===== src/rtl/gomoku_keypad_entry.sv =====
// Keypad front end for the gomoku console: scans and debounces a 4x4 matrix,
// collects x/y coordinates and hands a finished move to the game core over valid/ready.
module gomoku_keypad_entry #(
   parameter int DEBOUNCE_FRAMES = 2
) (
   input  logic       clk,
   input  logic       rst_n,
   input  logic       scan_tick,
   input  logic       enable,
   input  logic       clear,
   input  logic       btn_ok,
   input  logic [3:0] keyboard_row,
   output logic [3:0] keyboard_col,
   output logic       key_event,
   output logic [2:0] cursor_x,
   output logic [2:0] cursor_y,
   output logic       cursor_x_vld,
   output logic       cursor_y_vld,
   output logic       move_valid,
   output logic [2:0] move_x,
   output logic [2:0] move_y,
   input  logic       move_ready,
   output logic       entry_err
);

   typedef enum logic {
      COLLECT = 1'b0,
      REQUEST = 1'b1
   } entry_state_t;

   localparam logic [3:0] DB_TARGET = 4'(DEBOUNCE_FRAMES);

   // ---------------- column scan and frame accumulation ----------------
   logic [1:0] col_idx;
   logic [1:0] frame_hits;   // saturating key count for the frame so far (2 = multi)
   logic [3:0] frame_code;
   logic [3:0] row_hit;
   logic [2:0] col_hits;
   logic [1:0] col_row;
   logic [1:0] base_hits;
   logic [2:0] sum_hits;
   logic [1:0] new_hits;
   logic [3:0] new_code;
   logic       frame_done;

   assign keyboard_col = ~(4'b1000 >> col_idx);
   assign row_hit      = ~keyboard_row;
   assign col_hits     = {2'b00, row_hit[0]} + {2'b00, row_hit[1]}
                       + {2'b00, row_hit[2]} + {2'b00, row_hit[3]};
   assign frame_done   = scan_tick && (col_idx == 2'd3);

   // NOTE: every combinational output gets a default first so no latch is inferred.
   always_comb begin
      col_row = 2'd0;
      case (row_hit)
         4'b1000: col_row = 2'd0;
         4'b0100: col_row = 2'd1;
         4'b0010: col_row = 2'd2;
         4'b0001: col_row = 2'd3;
         default: col_row = 2'd0;
      endcase
   end

   always_comb begin
      base_hits = (col_idx == 2'd0) ? 2'd0 : frame_hits;
      sum_hits  = {1'b0, base_hits} + col_hits;
      new_hits  = (sum_hits >= 3'd2) ? 2'd2 : sum_hits[1:0];
      new_code  = (base_hits == 2'd1) ? frame_code : {col_row, col_idx};
   end

   // NOTE: sequential state is written with non-blocking assignments only.
   always_ff @(posedge clk or negedge rst_n) begin
      if (!rst_n) begin
         col_idx    <= 2'd0;
         frame_hits <= 2'd0;
         frame_code <= 4'd0;
      end else if (scan_tick) begin
         col_idx    <= col_idx + 2'd1;
         frame_hits <= new_hits;
         frame_code <= new_code;
      end
   end

   // ---------------- debounce ----------------
   logic       db_pressed, db_pressed_nx;
   logic [3:0] db_cnt, db_cnt_nx;
   logic [3:0] db_code, db_code_nx;
   logic       key_accept;

   always_comb begin
      db_pressed_nx = db_pressed;
      db_cnt_nx     = db_cnt;
      db_code_nx    = db_code;
      key_accept    = 1'b0;
      if (frame_done) begin
         if (!db_pressed) begin
            if (new_hits == 2'd1 && db_cnt != 4'd0 && new_code == db_code) begin
               db_cnt_nx = db_cnt + 4'd1;
            end else begin
               db_cnt_nx  = (new_hits == 2'd1) ? 4'd1 : 4'd0;
               db_code_nx = (new_hits == 2'd1) ? new_code : 4'd0;
            end
            if (db_cnt_nx == DB_TARGET) begin
               key_accept    = 1'b1;
               db_pressed_nx = 1'b1;
               db_cnt_nx     = 4'd0;
            end
         end else begin
            // in the pressed state the counter tracks consecutive empty frames
            db_cnt_nx = (new_hits == 2'd0) ? db_cnt + 4'd1 : 4'd0;
            if (db_cnt_nx == DB_TARGET) begin
               db_pressed_nx = 1'b0;
               db_cnt_nx     = 4'd0;
            end
         end
      end
   end

   always_ff @(posedge clk or negedge rst_n) begin
      if (!rst_n) begin
         db_pressed <= 1'b0;
         db_cnt     <= 4'd0;
         db_code    <= 4'd0;
      end else begin
         db_pressed <= db_pressed_nx;
         db_cnt     <= db_cnt_nx;
         db_code    <= db_code_nx;
      end
   end

   // ---------------- entry FSM ----------------
   entry_state_t state, state_nx;
   logic       btn_ok_q;
   logic       ok_rise;
   logic       abort;
   logic       key_apply;
   logic [2:0] x_upd, y_upd;
   logic       xv_upd, yv_upd;
   logic       ok_fire;
   logic       ok_err;

   assign ok_rise   = btn_ok && !btn_ok_q;
   assign abort     = clear || !enable;
   assign key_apply = key_accept && enable;

   // an accepted key lands before OK is judged, so OK sees the refreshed flags
   always_comb begin
      x_upd  = cursor_x;
      y_upd  = cursor_y;
      xv_upd = cursor_x_vld;
      yv_upd = cursor_y_vld;
      if (key_apply && state == COLLECT) begin
         if (db_code_nx[3]) begin
            x_upd  = db_code_nx[2:0];
            xv_upd = 1'b1;
         end else begin
            y_upd  = db_code_nx[2:0];
            yv_upd = 1'b1;
         end
      end
   end

   assign ok_fire = (state == COLLECT) && ok_rise && !abort && xv_upd && yv_upd;
   assign ok_err  = (state == COLLECT) && ok_rise && !abort && !(xv_upd && yv_upd);

   always_ff @(posedge clk or negedge rst_n) begin
      if (!rst_n) state <= COLLECT;
      else        state <= state_nx;
   end

   always_comb begin
      state_nx = state;
      case (state)
         COLLECT: if (ok_fire) state_nx = REQUEST;
         REQUEST: if (abort || move_ready) state_nx = COLLECT;
         default: state_nx = COLLECT;
      endcase
   end

   always_comb begin
      move_valid = (state == REQUEST);
   end

   // ---------------- entry datapath ----------------
   always_ff @(posedge clk or negedge rst_n) begin
      if (!rst_n) begin
         btn_ok_q     <= 1'b0;
         key_event    <= 1'b0;
         entry_err    <= 1'b0;
         cursor_x     <= 3'd0;
         cursor_y     <= 3'd0;
         cursor_x_vld <= 1'b0;
         cursor_y_vld <= 1'b0;
         move_x       <= 3'd0;
         move_y       <= 3'd0;
      end else begin
         btn_ok_q  <= btn_ok;
         key_event <= key_apply;
         entry_err <= ok_err;
         if (abort) begin
            cursor_x_vld <= 1'b0;
            cursor_y_vld <= 1'b0;
         end else if (state == REQUEST) begin
            if (move_ready) begin
               cursor_x_vld <= 1'b0;
               cursor_y_vld <= 1'b0;
            end
         end else begin
            cursor_x     <= x_upd;
            cursor_y     <= y_upd;
            cursor_x_vld <= xv_upd;
            cursor_y_vld <= yv_upd;
            if (ok_fire) begin
               move_x <= x_upd;
               move_y <= y_upd;
            end
         end
      end
   end

endmodule

===== config.mk =====
export PLATFORM = sky130hd
export DESIGN_NAME = gomoku_keypad_entry
export DESIGN_NICKNAME = d
export VERILOG_FILES = /design/src/rtl/gomoku_keypad_entry.sv
export SDC_FILE = /design/constraint.sdc
export NUM_CORES = 1
export LEC_CHECK = 0
export CAP_MARGIN = 25
export CORE_MARGIN = 4
export CORE_UTILIZATION = 40
export DETAILED_ROUTE_END_ITERATION = 12
export SLEW_MARGIN = 20
export SYNTH_ARGS = -nofsm -noshare
export SYNTH_HDL_FRONTEND = slang
export SYNTH_SLANG_ARGS = --single-unit

===== constraint.sdc =====
create_clock -name clk -period 4 [get_ports clk]
set_clock_uncertainty 0.1 [all_clocks]
set_input_delay 0.8 -clock clk [delete_from_list [all_inputs] [get_ports clk]]
set_output_delay 0.8 -clock clk [all_outputs]
set_load 0.02 [all_outputs]

# == Yosys cells after proc, flatten, opt, wreduce, memory -nomap -nowiden ==
# Index checks and enable logic that the tools add are counted.
# classes
mux,37
n_lt_le_gt_ge,1
n_shift,1
n_eq_ne,10
n_addsub,6
bitwise,4
n_reduce_logical,23
# ops
operator,n
4-bit 2-to-1 mux,12
1-bit 2-to-1 mux,17
"4-bit by 2-bit == test with 1-bit output, second input constant",3
1-bit logical AND,12
3-bit 2-to-1 mux,4
4-bit NOT,2
2-bit one-hot mux with 3 select lines,1
"4-bit by 1-bit adder with 4-bit output, second input constant",1
"2-bit by 1-bit == test with 1-bit output, second input constant",2
"4-bit by 1-bit == test with 1-bit output, second input constant",1
"4-bit by 3-bit == test with 1-bit output, second input constant",1
4-bit == test,1
1-bit zero test,4
2-bit zero test,2
2-bit 2-to-1 mux,2
4-bit nonzero test,1
"4-bit by 2-bit right shift with 4-bit output, first input constant",1
2-bit by 1-bit adder with 3-bit output,1
2-bit by 3-bit adder with 3-bit output,1
3-bit by 1-bit adder with 3-bit output,1
"3-bit by 2-bit greater-or-equal comparator with 1-bit output, second input constant",1
"3-bit by 2-bit != test with 1-bit output, second input constant",1
3-bit AND reduction,1
1-bit by 1-bit adder with 2-bit output,1
other kinds (6),8
# totals
output_inout_bits,21
in_bits,11
elab_cells,98
register_bits,35

# == Logic depth before layout (Yosys ltp) ==
# logic_depth
depth_word,24
mapped_depth,14
ltp_nobuf,13

# == Least setup slack after synthesis ==
# Ideal clock, no wire load.
# synth_timing
path_kind,input -> register
start,input port keyboard_row[0]
end,register cursor_x[0]
path_stages,12
t_arrival_ns,3.900
setup_time_ns,0.125
t_required_ns,3.775
path_slack_ns,-0.125
n_path_buf,1
path_cell_list,inv_1 -> fa_1 -> inv_1 -> fa_1 -> inv_1 -> fa_1 -> or3_1 -> clkbuf_1 -> a21oi_1 -> o2111ai_2 -> nor2_1 -> mux2_2
# synth_via
elab_chain_len,20
word_cells_on_any_way,32
cone_classes,add/sub: 4; order compare: 1; eq/ne: 6; mux: 16; bitwise: 1; reduce/logical: 4
# synth_lines
element,line,rtl
start: declaration,12,"input logic [3:0] keyboard_row,"
4-bit NOT *,47,assign row_hit = ~keyboard_row;
1-bit by 1-bit adder with 2-bit output,48,"assign col_hits = {2'b00, row_hit[0]} + {2'b00, row_hit[1]}"
2-bit by 1-bit adder with 3-bit output,49,"+ {2'b00, row_hit[2]} + {2'b00, row_hit[3]};"
3-bit by 1-bit adder with 3-bit output,49,
2-bit by 3-bit adder with 3-bit output,66,"sum_hits = {1'b0, base_hits} + col_hits;"
3-bit by 2-bit greater-or-equal comparator with 1-bit output,67,new_hits = (sum_hits >= 3'd2) ? 2'd2 : sum_hits[1:0];
2-bit 2-to-1 mux,67,
2-bit by 1-bit == test with 1-bit output,"97, 100, 101",
(+4 left out),n/a,
4-bit 2-to-1 mux,95,if (frame_done) begin
4-bit by 2-bit == test with 1-bit output,103,if (db_cnt_nx == DB_TARGET) begin
1-bit 2-to-1 mux,103,
1-bit 2-to-1 mux,96,if (!db_pressed) begin
1-bit 2-to-1 mux,95,
1-bit logical AND,144,assign key_apply = key_accept && enable;
1-bit logical AND,152,if (key_apply && state == COLLECT) begin
3-bit 2-to-1 mux *,152,
end signal: assignment,209,cursor_x <= x_upd;
end: declaration,15,"output logic [2:0] cursor_x,"
# Every way passes the cells marked *; elsewhere a longest branch is shown, timed or not. The select of a mux whose other input is x is not followed.
# A chain may end at the register's enable or synchronous reset.

# == Worst setup path in the final report ==
# layout_timing
start,input port keyboard_row[1]
end,register cursor_y[1]
# layout_via
elab_chain_len,20
word_cells_on_any_way,32
cone_classes,add/sub: 4; order compare: 1; eq/ne: 6; mux: 16; bitwise: 1; reduce/logical: 4
# layout_lines
element,line,rtl
4-bit NOT *,47,
1-bit by 1-bit adder with 2-bit output,48,
2-bit by 1-bit adder with 3-bit output,49,
3-bit by 1-bit adder with 3-bit output,49,
2-bit by 3-bit adder with 3-bit output,66,
3-bit by 2-bit greater-or-equal comparator with 1-bit output,67,
2-bit 2-to-1 mux,67,
2-bit by 1-bit == test with 1-bit output,"97, 100, 101",
(+4 left out),n/a,
4-bit 2-to-1 mux,95,
4-bit by 2-bit == test with 1-bit output,103,
1-bit 2-to-1 mux,103,
1-bit 2-to-1 mux,96,
1-bit 2-to-1 mux,95,
1-bit logical AND,144,
1-bit logical AND,152,
3-bit 2-to-1 mux *,152,
end signal: assignment,210,cursor_y <= y_upd;
end: declaration,16,"output logic [2:0] cursor_y,"
# Marks and branches as above.

==> impl_metrics.yaml <==
power:
  p_seq_share_pct: 34.1
  peakVddDrop_mv: 0.427
  p_leak_uw: 0.00131
  pwr-share-comb_pct: 43.3
  total_power_uw: 1400
  sw_frac_of_total_pct: 37.9
  power_switching_uw: 530
  power_density_nw_per_um2: 487
  p_int_uw: 866
  power_frac_clock_pct: 22.6
global_route:
  grt_pass1_vias: 1710
  grt_pass1_wl_um: 8050
  grt_max_degree: 36
  gr-total-overflow: 0
  antenna_found_initial: 0
  grt_use_total_pct: 15.7
sta:
  setup_viol: 0
  fin_crit_sh_pct: 96.1
  hold_viol: 0
  rsz0062_at_grt: "no"
  fin_ws_ps: 156
  min_period_ps: 3840
  drv_slew: 0
  relSlewSlack_pct: 49.7
  max_freq_ghz: 0.260
  tightest_slew_ps: 749
floorplan:
  die_w_um: 81.2
  row_count: 26
  core_area_um2: 5140
  die_area_um2: 6590
  io_pins: 32
  start_util_pct: 41.7
  die_h_um: 81.2
setup_path:
  slowest_delay_ps: 500
  crit_arrival_ps: 3920
  cpLargestDelayFamily: "adder cells"
  startpoint_type: "input pin"
  critPathRequiredTime_ps: 4080
  critPathKind: "in -> reg"
  cpMaxStageDelayCell: "fa_1"
  cpMostUsedCell: "fa_1"
  crit_chain: "clkdlybuf4s15_1 -> inv_2 -> fa_1 -> inv_1 -> fa_1 -> inv_1 -> fa_1 -> or3_4 -> a21oi_4 -> o21ai_1 -> nor3_1 -> buf_4 -> mux2_2"
  crit_fanout: 4
  path_buf_inv: 5
  critical_path.endpoint_type: "register"
synth:
  yosysWarnings: 0
  synthCells: 209
  synth_top_area_cell: "dfrtp_1"
  synthFlopType: "dfrtp_1"
  synth_top_area_share_pct: 40.9
  synth_area_per_cell_um2: 10.3
  ys_ff_latch: 35
  async_flop_share_pct: 100
  synth.cell_area_um2: 2140
  ys_types: 52
  yosysSeqAreaShare_pct: 40.9
  synth_nets: 232
  synth_edf_count: 0
  ys_top_cells_by_area: "dfrtp_1 (41%), mux2_2 (7.4%), ha_1 (5.3%)"
job:
  maxCapViolations: 0
drt:
  vias: 1663
  drc: 0
  antenna_left: 0
  dr.pass1.iters: 4
  wire_per_inst_um: 14.0
  drt-total-wl_um: 4710
  drt-initial-drc-count: 70
  via_per_inst: 4.95
clocking:
  cts_sinks: 35
  insertion_delay_ps: 290
  clockRootBuffer: "clkbuf_8"
  cts_made_buffers: 5
  htree_levels: 2
  cts_tree: "done"
  max-clock-path-buffers: 2
  ctsHoldBuffers: 0
  path_clk_slew_ps: 80
placement:
  port_buffers: 31
  dp_slack_ps: -610
  place.gp.congestion: 0.767
  hpwl_um: 3510
layout:
  drive_gt1_share_pct: 24.1
  final_nets: 288
  antenna_cells: 0
  syn_to_final_growth_pct: 33.8
  nFillCells: 502
run_status:
  status: "finished clean"
worst_hold_path:
  hold_path_class: "reg -> reg"
[cell usage in the layout, fill, tap and decap left out, drive strengths merged, types with 3 or more instances in the layout]
cell type and count:
a21o 4, a21oi 8, a22o 3, and2 5, buf 23, clkbuf 6, clkdlybuf4s50 28, dfrtp 35
fa 3, ha 9, inv 17, mux2 15, mux2i 6, nand2 22, nand2b 4, nand3 3
nor2 9, nor3 7, nor3b 3, o211ai 4, o21ai 8, xnor2 3, xor2 5
[worst register-to-register path, cell delays in order, from the launching register on]
cell and delay, ps:
dfrtp_1 480, inv_1 110, ha_1 250, inv_1 80, nand2_1 80, fa_1 360
inv_1 70, fa_1 420, or3_4 410, a21oi_4 220, o21ai_1 100, nor3_1 220
buf_4 170, mux2_2 330
[per-layer routing]
metal / GRT usage [%] / vias up / routed length, µm
li1: - / 843 / -
met1: 23.4 / 796 / 2420
met2: 23.6 / 20 / 2100
met3: 3.22 / 4 / 175
met4: 3.04 / 0 / 19
met5: 0 / - / 0
[sequential cells by signal, summed over array words and instances (netlist names)]
register      flops
db_cnt            4
cursor_y          3
cursor_x          3
key_event         1
btn_ok_q          1
move_valid        1
entry_err         1
frame_hits        2
db_code           4
cursor_y_vld      1
frame_code        4
move_x            3
col_idx           2
cursor_x_vld      1
db_pressed        1
move_y            3
[layout make-up]
class                           instances  area [µm²]  area share, %
Multi-Input combinational cell        152        1250           43.6
Sequential cell                        35         876           30.5
Timing Repair Buffer                   54         477           16.6
Tap cell                               70        87.6           3.05
Clock buffer                            5        68.8           2.40
Inverter                               17        63.8           2.23
Clock inverter                          3        43.8           1.53
[synthesized netlist by cell type (4+ instances only)]
master and n:
a21o_1 4, nand2_1 22, xor2_1 5, mux2i_1 5
a21oi_1 8, nor3_1 7, nor2_1 9, dfrtp_1 35
and2_1 5, mux2_2 14, ha_1 9, inv_1 17
nand2b_1 4, o21ai_0 8
[power groups by stage]
| stage | logic, µW | registers [µW] | clock network (µW) |
|---|---|---|---|
| final | 604 | 476 | 316 |
| after CTS | 593 | 477 | 325 |
| after global placement | 548 | 483 | 0 |
| after floorplan | 372 | 461 | 0 |
| after global routing | 672 | 485 | 346 |
| after detailed placement | 554 | 484 | 0 |
[path summary, 6_finish.rpt]
path / from / endpoint / slack (ps) / cells past startpoint
worst max-delay path: keyboard_row[1] / cursor_y[1] / 160 / 13
min in group asynchronous: rst_n / move_valid / 830 / 2
max in group asynchronous: rst_n / col_idx[1] / 2650 / 2
worst max register to register: col_idx[0] / cursor_y[1] / 480 / 13
worst min-delay path: move_y[1] / move_y[1] / 420 / 1
worst min register to register: move_y[1] / move_y[1] / 420 / 1
[what timing repair did]
| action | in CTS | in global routing |
|---|---|---|
| resized for setup | 14 | 4 |
| endpoints found under the setup margin | 16 | 12 |
| setup buffers | 2 | 1 |
| pin swaps | 6 | 5 |
[cell families after synthesis]
logic type	share of synthesized area, %
AND/OR/NAND/NOR	17.7
XOR/XNOR	3.27
flip-flops	40.9
adder cells (fa/ha/maj)	8.06
multiplexers	11.4
buffers and inverters	4.26
AO/OA/AOI/OAI	14.4
[through the flow]
stage | hold WS, ps | utilization, % | cells | area (µm²) | setup TNS, ps
floorplan | 391 | - | 209 | 2160 | -5.49
global placement | 395 | 52.1 | 325 | 2680 | -8600
detailed placement | 395 | 52.1 | 325 | 2680 | -9890
CTS | 417 | 55.7 | 335 | 2860 | 0
global route | 437 | 55.8 | 336 | 2870 | 0
finish | 418 | 55.8 | 336 | 2870 | 0
No activity file was read; power rests on OpenSTA's default activity.
